## src/rtl/fp_to_int.sv

```systemverilog
// fp_to_int: IEEE-754 single precision to signed 32-bit integer conversion.
// Round-to-nearest-even. The mantissa is aligned by a serial shifter that
// moves up to SHIFT_STEP bits per cycle, under valid/ready handshakes on
// both sides, with one conversion in flight at a time.
module fp_to_int #(
   parameter int SHIFT_STEP = 1   // 1, 2 or 4 bits per ALIGN cycle
) (
   input  logic        clk,
   input  logic        rst_n,
   input  logic        in_valid,
   output logic        in_ready,
   input  logic [31:0] src,
   output logic        out_valid,
   input  logic        out_ready,
   output logic [31:0] out,
   output logic        inexact,
   output logic        invalid
);

   localparam logic [31:0] MAX_POS = 32'h7FFF_FFFF;
   localparam logic [31:0] MIN_NEG = 32'h8000_0000;

   typedef enum logic [1:0] {IDLE, ALIGN, ROUND, DONE} state_t;

   state_t      state;
   logic        sign;
   logic        left;          // alignment direction of the captured operand
   logic [31:0] mag;           // working magnitude
   logic        g, r, s;       // guard, round and sticky bits
   logic [4:0]  cnt;           // remaining shift count
   logic        special;       // result fixed at capture, no rounding
   logic [31:0] spec_out;
   logic        spec_inexact;
   logic        spec_invalid;

   logic [7:0]  exp_f;
   logic [22:0] frac;
   logic [7:0]  rdist;
   assign exp_f = src[30:23];
   assign frac  = src[22:0];
   // Right-shift distance 150-exp is 23-e, valid whenever exp < 150.
   assign rdist = 8'd150 - exp_f;

   logic        dec_special, dec_inexact, dec_invalid, dec_left;
   logic [31:0] dec_out;
   logic [4:0]  dec_cnt;

   // Decode the incoming operand: specials, shift direction and count.
   always_comb begin
      // NOTE: every comb output gets a default first so no path leaves it unassigned (no latch).
      dec_special = 1'b0;
      dec_inexact = 1'b0;
      dec_invalid = 1'b0;
      dec_left    = 1'b0;
      dec_out     = '0;
      dec_cnt     = '0;
      if (exp_f == 8'hFF) begin
         // NaN and +inf saturate high, -inf saturates low.
         dec_special = 1'b1;
         dec_invalid = 1'b1;
         dec_out     = (frac != '0 || !src[31]) ? MAX_POS : MIN_NEG;
      end else if (exp_f == 8'h00) begin
         // Zero or denormal: always 0, sign dropped.
         dec_special = 1'b1;
         dec_inexact = (frac != '0);
      end else if (exp_f >= 8'd158) begin
         // |x| >= 2^31; only exactly -2^31 is representable.
         dec_special = 1'b1;
         dec_out     = src[31] ? MIN_NEG : MAX_POS;
         dec_invalid = (src != 32'hCF00_0000);
      end else if (exp_f >= 8'd150) begin
         // exp is 150..157 here, whose low five bits run 22..29 without wrap.
         dec_left = 1'b1;
         dec_cnt  = exp_f[4:0] - 5'd22;
      end else begin
         dec_cnt = (rdist > 8'd25) ? 5'd25 : rdist[4:0];
      end
   end

   logic [31:0] a_mag;
   logic        a_g, a_r, a_s;
   logic [4:0]  a_cnt;

   // One ALIGN step: up to SHIFT_STEP single-bit shifts, stopping at zero.
   always_comb begin
      a_mag = mag;
      a_g   = g;
      a_r   = r;
      a_s   = s;
      a_cnt = cnt;
      // NOTE: blocking assignments here chain the bit shifts within one cycle.
      for (int i = 0; i < SHIFT_STEP; i++) begin
         if (a_cnt != 5'd0) begin
            if (left) begin
               a_mag = a_mag << 1;
            end else begin
               a_s   = a_s | a_r;
               a_r   = a_g;
               a_g   = a_mag[0];
               a_mag = a_mag >> 1;
            end
            a_cnt = a_cnt - 5'd1;
         end
      end
   end

   logic        inc;
   logic [32:0] rmag;
   logic [31:0] rnd_out;
   logic        rnd_invalid;

   // Round to nearest even, apply the sign and saturate on overflow.
   always_comb begin
      inc         = g & (r | s | mag[0]);
      rmag        = {1'b0, mag} + {32'd0, inc};
      rnd_out     = rmag[31:0];
      rnd_invalid = 1'b0;
      if (sign) begin
         if (rmag > 33'h0_8000_0000) begin
            rnd_out     = MIN_NEG;
            rnd_invalid = 1'b1;
         end else begin
            rnd_out = ~rmag[31:0] + 32'd1;
         end
      end else if (rmag > 33'h0_7FFF_FFFF) begin
         rnd_out     = MAX_POS;
         rnd_invalid = 1'b1;
      end
   end

   // Conversion sequencer with registered handshake and result outputs.
   always_ff @(posedge clk or negedge rst_n) begin
      if (!rst_n) begin
         state        <= IDLE;
         in_ready     <= 1'b1;
         out_valid    <= 1'b0;
         out          <= '0;
         inexact      <= 1'b0;
         invalid      <= 1'b0;
         sign         <= 1'b0;
         left         <= 1'b0;
         mag          <= '0;
         g            <= 1'b0;
         r            <= 1'b0;
         s            <= 1'b0;
         cnt          <= '0;
         special      <= 1'b0;
         spec_out     <= '0;
         spec_inexact <= 1'b0;
         spec_invalid <= 1'b0;
      end else begin
         // NOTE: state registers use non-blocking assignments so all update on the same edge.
         case (state)
            IDLE: begin
               if (in_valid && in_ready) begin
                  sign         <= src[31];
                  left         <= dec_left;
                  mag          <= {8'd0, 1'b1, frac};
                  g            <= 1'b0;
                  r            <= 1'b0;
                  s            <= 1'b0;
                  cnt          <= dec_cnt;
                  special      <= dec_special;
                  spec_out     <= dec_out;
                  spec_inexact <= dec_inexact;
                  spec_invalid <= dec_invalid;
                  in_ready     <= 1'b0;
                  state        <= ALIGN;
               end
            end
            ALIGN: begin
               mag <= a_mag;
               g   <= a_g;
               r   <= a_r;
               s   <= a_s;
               cnt <= a_cnt;
               if (a_cnt == 5'd0) state <= ROUND;
            end
            ROUND: begin
               if (special) begin
                  out     <= spec_out;
                  inexact <= spec_inexact;
                  invalid <= spec_invalid;
               end else begin
                  out     <= rnd_out;
                  inexact <= g | r | s;
                  invalid <= rnd_invalid;
               end
               out_valid <= 1'b1;
               state     <= DONE;
            end
            DONE: begin
               if (out_ready) begin
                  out_valid <= 1'b0;
                  in_ready  <= 1'b1;
                  state     <= IDLE;
               end
            end
            default: state <= IDLE;
         endcase
      end
   end

endmodule

```

## config.mk

```make
export PLATFORM = sky130hd
export DESIGN_NAME = fp_to_int
export DESIGN_NICKNAME = d
export VERILOG_FILES = /design/src/rtl/fp_to_int.sv
export SDC_FILE = /design/constraint.sdc
export NUM_CORES = 1
export LEC_CHECK = 0
export ABC_AREA = 0
export BUFFER_PORTS_ARGS = -buffer_cell sky130_fd_sc_hd__buf_2
export CORE_UTILIZATION = 45
export DETAILED_ROUTE_END_ITERATION = 6
export GPL_ROUTABILITY_DRIVEN = 0
export PLACE_DENSITY_LB_ADDON = 0.05
export SLEW_MARGIN = 10
export SYNTH_ARGS = -nofsm -noshare
export SYNTH_HDL_FRONTEND = slang
export SYNTH_SLANG_ARGS = --single-unit
```

## constraint.sdc

```tcl
create_clock -name clk -period 3.85 [get_ports clk]
set_input_delay 0.1925 -clock clk [delete_from_list [all_inputs] [get_ports clk]]
set_output_delay 0.1925 -clock clk [all_outputs]
set_load 0.1 [all_outputs]
```

==> results of run 1 <==
## flip-flops by register name, indices dropped and copies added, names as in the netlist, 2 cells and up
| register | flops |
|---|---|
| cnt | 5 |
| mag | 32 |
| out | 32 |
| spec_out | 2 |
| state | 2 |
## cell families (layout without fill, tap and decap cells)
kind of cell | Yosys count | after routing
multiplexers | 34 | 34
adder cells (fa/ha/maj) | 14 | 14
XOR/XNOR | 40 | 40
buffers and inverters | 99 | 179
AO/OA/AOI/OAI | 261 | 261
AND/OR/NAND/NOR | 370 | 370
flip-flops | 85 | 85
## repair_timing
item	in CTS	in global routing
hold endpoints to repair	48	0
hold buffers	1	0
setup buffers	0	5
setup endpoints to repair	0	29
resized for setup	0	9
## cell type report
class | instances | area (sq um) | share of cell area, %
clock buffers | 9 | 225 | 2.73
flip-flops and latches | 85 | 2130 | 25.9
well taps | 211 | 264 | 3.20
repair buffers | 135 | 853 | 10.4
multi-input cells | 719 | 4570 | 55.5
inverters | 28 | 105 | 1.27
clock inverters | 7 | 91.3 | 1.11
## cell usage after synthesis, drive strengths merged (7+ instances only)
master	n	area share, %
nand2	130	6.9
o21ai	107	7.6
dfrtp	84	30
nor2	57	3.0
clkbuf	51	2.7
a21oi	47	3.6
nand3	36	2.5
inv	28	1.5
nor4	27	2.9
a31oi	25	4.2
mux2i	25	3.5
xnor2	24	3.0
nand4	23	2.3
buf	20	1.7
nor3	20	1.4
xor2	16	2.1
and4	14	1.7
ha	14	2.5
and2	12	1.1
a211oi	10	1.1
or3	10	0.88
mux2	9	1.4
nand2b	9	0.79
and3	8	0.71
o211ai	8	0.85
or2	8	0.71
o22ai	7	0.62
o31ai	7	0.74
## worst max path at each step
stage | endpoint | cells past startpoint | from | slack (ns)
floorplan | out[20] | 13 | g | 0.05
finish | out[0] | 13 | g | 0.20
detailed placement | out[2] | 10 | mag[5] | 0.10
CTS | out[18] | 10 | mag[5] | 0.08
global route | out[29] | 13 | mag[0] | 0.007
global placement | out[5] | 10 | mag[5] | 0.11
## layer usage
metal	global-route usage (%)	vias up	routed length, um
met4	11.8	0	657
li1	-	3447	-
met3	2.85	43	1070
met1	38.0	3409	10000
met5	0	-	0
met2	43.4	271	9800
## power by group through the flow
stage               Combinational [mW]  Sequential (mW)  Clock [mW]
floorplan                       0.0351            0.910           0
global placement                0.0875            0.910           0
detailed placement              0.0907            0.910           0
CTS                             0.0919            0.892       0.969
global route                     0.103            0.892       0.997
finish                          0.0907            0.892       0.949
## metrics by stage
| stage | area (sq um) | std cells |
|---|---|---|
| floorplan | 7090 | 903 |
| global placement | 7850 | 1172 |
| detailed placement | 7850 | 1172 |
| CTS | 8180 | 1189 |
| global route | 8240 | 1194 |
| finish | 8240 | 1194 |
## critical path: cells and delay by family (launching register included)
| kind | cells | cell delay [ns] |
|---|---|---|
| DFF | 1 | 0.35 |
| AOI/OAI and AO/OA | 3 | 0.77 |
| and+or+nand+nor | 7 | 1.91 |
| adders and majority gates | 1 | 0.16 |
| buffers and inverters | 2 | 0.36 |
==> flow_summary.toml, run 1 <==
[outcome]
status = "finished clean"

[synthesis]
synth_edf_count = 0
synthMuxAreaShare_pct = 4.96
seq_area_frac_synth_pct = 30.0
ys_seq_elements = 85
synth-xor-area-share_pct = 5.05
synth_top_family_by_area = "simple AND/OR/NAND/NOR gates"
synth-simple-area-share_pct = 27.0
syn_inst = 903
synthAdderAreaFrac_pct = 2.47
yosys_most_used_dff = "dfrtp_1"
yosys_warnings = 0
syn_area_sq_um = 7090
synth-async-reset-ratio_pct = 100
postSynthAreaPerCell_sq_um = 7.85
syn_nets = 953
synth_compound_gate_area_share_pct = 24.7
synthDistinctLibCells = 75

[power]
power-per-cell-area_nw_per_um2 = 234
swShare_pct = 25.3
p_int_mw = 1.44
comb_power_share_pct = 4.7
power_switching_mw = 0.488
total_leakage_power_nw = 3.46
power_frac_seq_pct = 46.2
pwr-share-clk_pct = 49.1
finalPower_mw = 1.93
peakVddDrop_v = 0.000182

[layout]
syn_to_final_growth_pct = 16.3
nNetsFinal = 1028
final_common_cell = "nand2_1"
diodes = 0
layout_common_cells = "nand2_1 (129), o21ai_0 (107), dfrtp_1 (80)"
final_core_util_pct = 53.8
drive_above_1_share_pct = 20.8
fillers = 1501

[route]
ant_nets = 0
drt_drc_violations_left = 0
wl_per_cell_um = 18.1
routed_via_density = 6.01
first_iter_violations = 496
route.vias.total = 7170
routed_wl_mm = 21.6
first_pass_iters = 7

[sta]
fmax_mhz = 274
post-route-period-util_pct = 94.7
fin_crit_ns = 3.65
holdWs_ns = 0.0667
rsz0062_at_grt = "false"
finalSetupTns_ns = 0
finalSetupViolCount = 0
slew_headroom_pct = 36.5
skew_ns = 0.0145
drv_slew = 0
timing_hold_violations_final = 0
worst_slew_pin_slew_ns = 0.953
finalWorstSetupSlack_ns = 0.204

[clocking]
cts_tree = "yes"
cts.path.max_buffers = 2
cts_sinks = 85
clkTransAtPathRegs_ns = 0.08
h-tree-depth = 3
clk_latency_ns = 0.36
cts_buffers = 9
root_buffer = "clkbuf_16"

[die]
die_x_um = 128
die_height_um = 128
rows = 45
core_sq_um = 15300
initial_core_util_pct = 46.3
pin_count = 72
die-area_sq_um = 16300

[min_path]
hold_path_class = "input port to flip-flop"
whs_endpoint = "out_valid"
hold_path_depth = 2
hp-start = "out_ready"

[critical_path]
r2r-end = "out[0]"
slowest_stage = "or4b_1"
crit_required_ns = 4.12
reg2reg_from = "g"
r2r_slack_ns = 0.20
arrival_ns = 3.92
cpPeakStageDelay_ns = 0.55
crit_fanout = 19
cp-end-kind = "flip-flop"
cp-start-kind = "flip-flop"
reg2reg_depth = 13
crit_chain = "and2_1 -> ha_1 -> buf_4 -> and4_2 -> nand4_1 -> buf_4 -> nor3_1 -> o22ai_1 -> or4b_1 -> nand4bb_1 -> a211o_1 -> and2_4 -> a211oi_2"
critPathMostFrequentCell = "buf_4"
critPathKind = "flip-flop to flip-flop"

[placed_design]
pre_cts_ws_ns = 0.101
place_hpwl_mm = 16.4
port_buffers = 71

[grt]
grt_pass1_wl_mm = 35.1
grt_use_total_pct = 27.4
grt_max_degree = 66
antenna_found_initial = 0
first_global_vias = 6634
gr-total-overflow = 0

[run]
maxCapViolCount = 0
No activity file was read; power rests on OpenSTA's default activity.
==> run 2: changes to the inputs <==
--- a/config.mk
+++ b/config.mk
@@ -10,6 +10,7 @@
 export CORE_UTILIZATION = 45
 export DETAILED_ROUTE_END_ITERATION = 6
 export GPL_ROUTABILITY_DRIVEN = 0
+export MAX_ROUTING_LAYER = met4
 export PLACE_DENSITY_LB_ADDON = 0.05
 export SLEW_MARGIN = 10
 export SYNTH_ARGS = -nofsm -noshare
==> run 2 against run 1 <==
First-iteration DRC count is 2.8% higher. Sequential power hardly changed. Combinational power hardly changed. Clock skew hardly changed. Maximum frequency hardly changed. Via count is 0.74% lower. Sequential cell count stayed put. Worst setup slack better by 0.0023 ns. Register-to-register slack hardly changed. Critical path type unchanged. Largest power group unchanged. Highest routed layer unchanged.
==> flow_summary.toml, run 2 (synthesis gave the netlist of run 1 again) <==
[outcome]
status = "finished clean"

[critical_path]
path_delay_family = "simple AND/OR/NAND/NOR gates"
crit_start = "g"
cp-endpoint = "out[0]"
cp-end-kind = "flip-flop"
cp-start-kind = "flip-flop"
slowest_stage = "or4b_1"
crit_required_ns = 4.12
cpPeakStageDelay_ns = 0.55
crit_fanout = 19
arrival_ns = 3.92
crit_chain = "and2_1 -> ha_1 -> buf_4 -> and4_2 -> nand4_1 -> buf_4 -> nor3_1 -> o22ai_1 -> or4b_1 -> nand4bb_1 -> a211o_1 -> and2_4 -> a211oi_2"
reg2reg_from = "g"
r2r_slack_ns = 0.21
crit_cells = 13
reg2reg_depth = 13
critPathMostFrequentCell = "buf_4"
critPathKind = "flip-flop to flip-flop"
r2r-end = "out[0]"
crit_buf_inv = 2

[layout]
final_common_cell = "nand2_1"
syn_to_final_growth_pct = 16.3
diodes = 0
nNetsFinal = 1028
layout_common_cells = "nand2_1 (129), o21ai_0 (107), dfrtp_1 (80)"
top_regs = "mag (32), out (32), cnt (5)"
drive_above_1_share_pct = 20.8

[power]
total_leakage_power_nw = 3.46
pwr-share-clk_pct = 49.2
p_int_mw = 1.44
power-per-cell-area_nw_per_um2 = 235
comb_power_share_pct = 4.7
finalPower_mw = 1.93
peakVddDrop_v = 0.000182
power_switching_mw = 0.491
power_frac_seq_pct = 46.1
swShare_pct = 25.4

[run]
maxCapViolCount = 0

[die]
rows = 45
pin_count = 72
die_x_um = 128
die-area_sq_um = 16300
core_sq_um = 15300
die_height_um = 128
initial_core_util_pct = 46.3

[grt]
antenna_found_initial = 0
grt_max_degree = 66
grt_use_total_pct = 28.2
first_global_vias = 6643
grt_pass1_wl_mm = 35.1
gr-total-overflow = 0

[clocking]
clk_latency_ns = 0.37
root_buffer = "clkbuf_16"
cts.path.max_buffers = 2
cts_sinks = 85
cts_tree = "yes"
clkTransAtPathRegs_ns = 0.08
h-tree-depth = 3
cts_buffers = 9

[placed_design]
pre_cts_ws_ns = 0.101
port_buffers = 71
place_hpwl_mm = 16.4

[sta]
timing_hold_violations_final = 0
worst_slew_pin_slew_ns = 0.979
post-route-period-util_pct = 94.7
slew_headroom_pct = 34.7
fin_crit_ns = 3.64
finalSetupViolCount = 0
finalWorstSetupSlack_ns = 0.206
rsz0062_at_grt = "false"
fmax_mhz = 274
finalSetupTns_ns = 0
drv_slew = 0
skew_ns = 0.0147

[route]
routed_wl_mm = 21.6
wl_per_cell_um = 18.1
routed_via_density = 5.96
ant_nets = 0
drt_drc_violations_left = 0
route.vias.total = 7117
first_iter_violations = 510
first_pass_iters = 5

[min_path]
hp-start = "out_ready"
hold_path_class = "input port to flip-flop"
-- run 2: worst min-delay path by stage --
| stage | end | slack [ns] | cells past startpoint |
|---|---|---|---|
| after floorplan | cnt[0] | -0.10 | 0 |
| after global placement | out[8] | 0.26 | 1 |
| after detailed placement | out[2] | 0.27 | 1 |
| after CTS | out_valid | 0.05 | 2 |
| after global routing | out_valid | 0.06 | 2 |
| final | out_valid | 0.06 | 2 |
-- run 2: what timing repair did --
action / CTS / global route
hold buffers: 1 / 0
endpoints found under the hold margin: 48 / 0
gates resized for setup: 0 / 9
setup endpoints to repair: 0 / 29
setup buffers: 0 / 5
-- run 2: final cells by class --
| cell class | instances | area, sq um |
|---|---|---|
| flip-flops and latches | 85 | 2130 |
| repair buffers | 135 | 853 |
| fillers | 1501 | 7070 |
| inverters | 28 | 105 |
| clock buffers | 9 | 225 |
| well taps | 211 | 264 |
| clock inverters | 7 | 91.3 |
| multi-input cells | 719 | 4570 |
-- run 2: metal layers --
metal	wire length, um	vias to the layer above	track usage, %
met4	636	0	11.8
met5	0	-	-
met2	9840	258	43.4
li1	-	3453	-
met3	985	39	2.85
met1	10100	3367	37.9
-- run 2: power groups by stage --
stage	registers, mW	clock network [mW]	logic, mW
2_1_floorplan	0.910	0	0.0351
3_3_place_gp	0.910	0	0.0875
3_5_place_dp	0.910	0	0.0907
4_1_cts	0.892	0.969	0.0919
5_1_grt	0.892	0.997	0.103
6_report	0.892	0.951	0.0909
-- run 2: through the flow --
step | utilization (%) | hold slack (ns) | instances | area (sq um)
2_1_floorplan | - | -0.103 | 903 | 7090
3_3_place_gp | 51.3 | 0.264 | 1172 | 7850
3_5_place_dp | 51.3 | 0.272 | 1172 | 7850
4_1_cts | 53.4 | 0.0541 | 1189 | 8180
5_1_grt | 53.8 | 0.0601 | 1194 | 8240
6_report | 53.8 | 0.0646 | 1194 | 8240
-- run 2: worst register-to-register path: cells and delay by family, from the launching register on --
kind,cells,cell delay (ns)
AO/OA/AOI/OAI,3,0.78
buffers and inverters,2,0.36
AND/OR/NAND/NOR,7,1.93
adder cells (fa/ha/maj),1,0.16
flip-flops,1,0.34
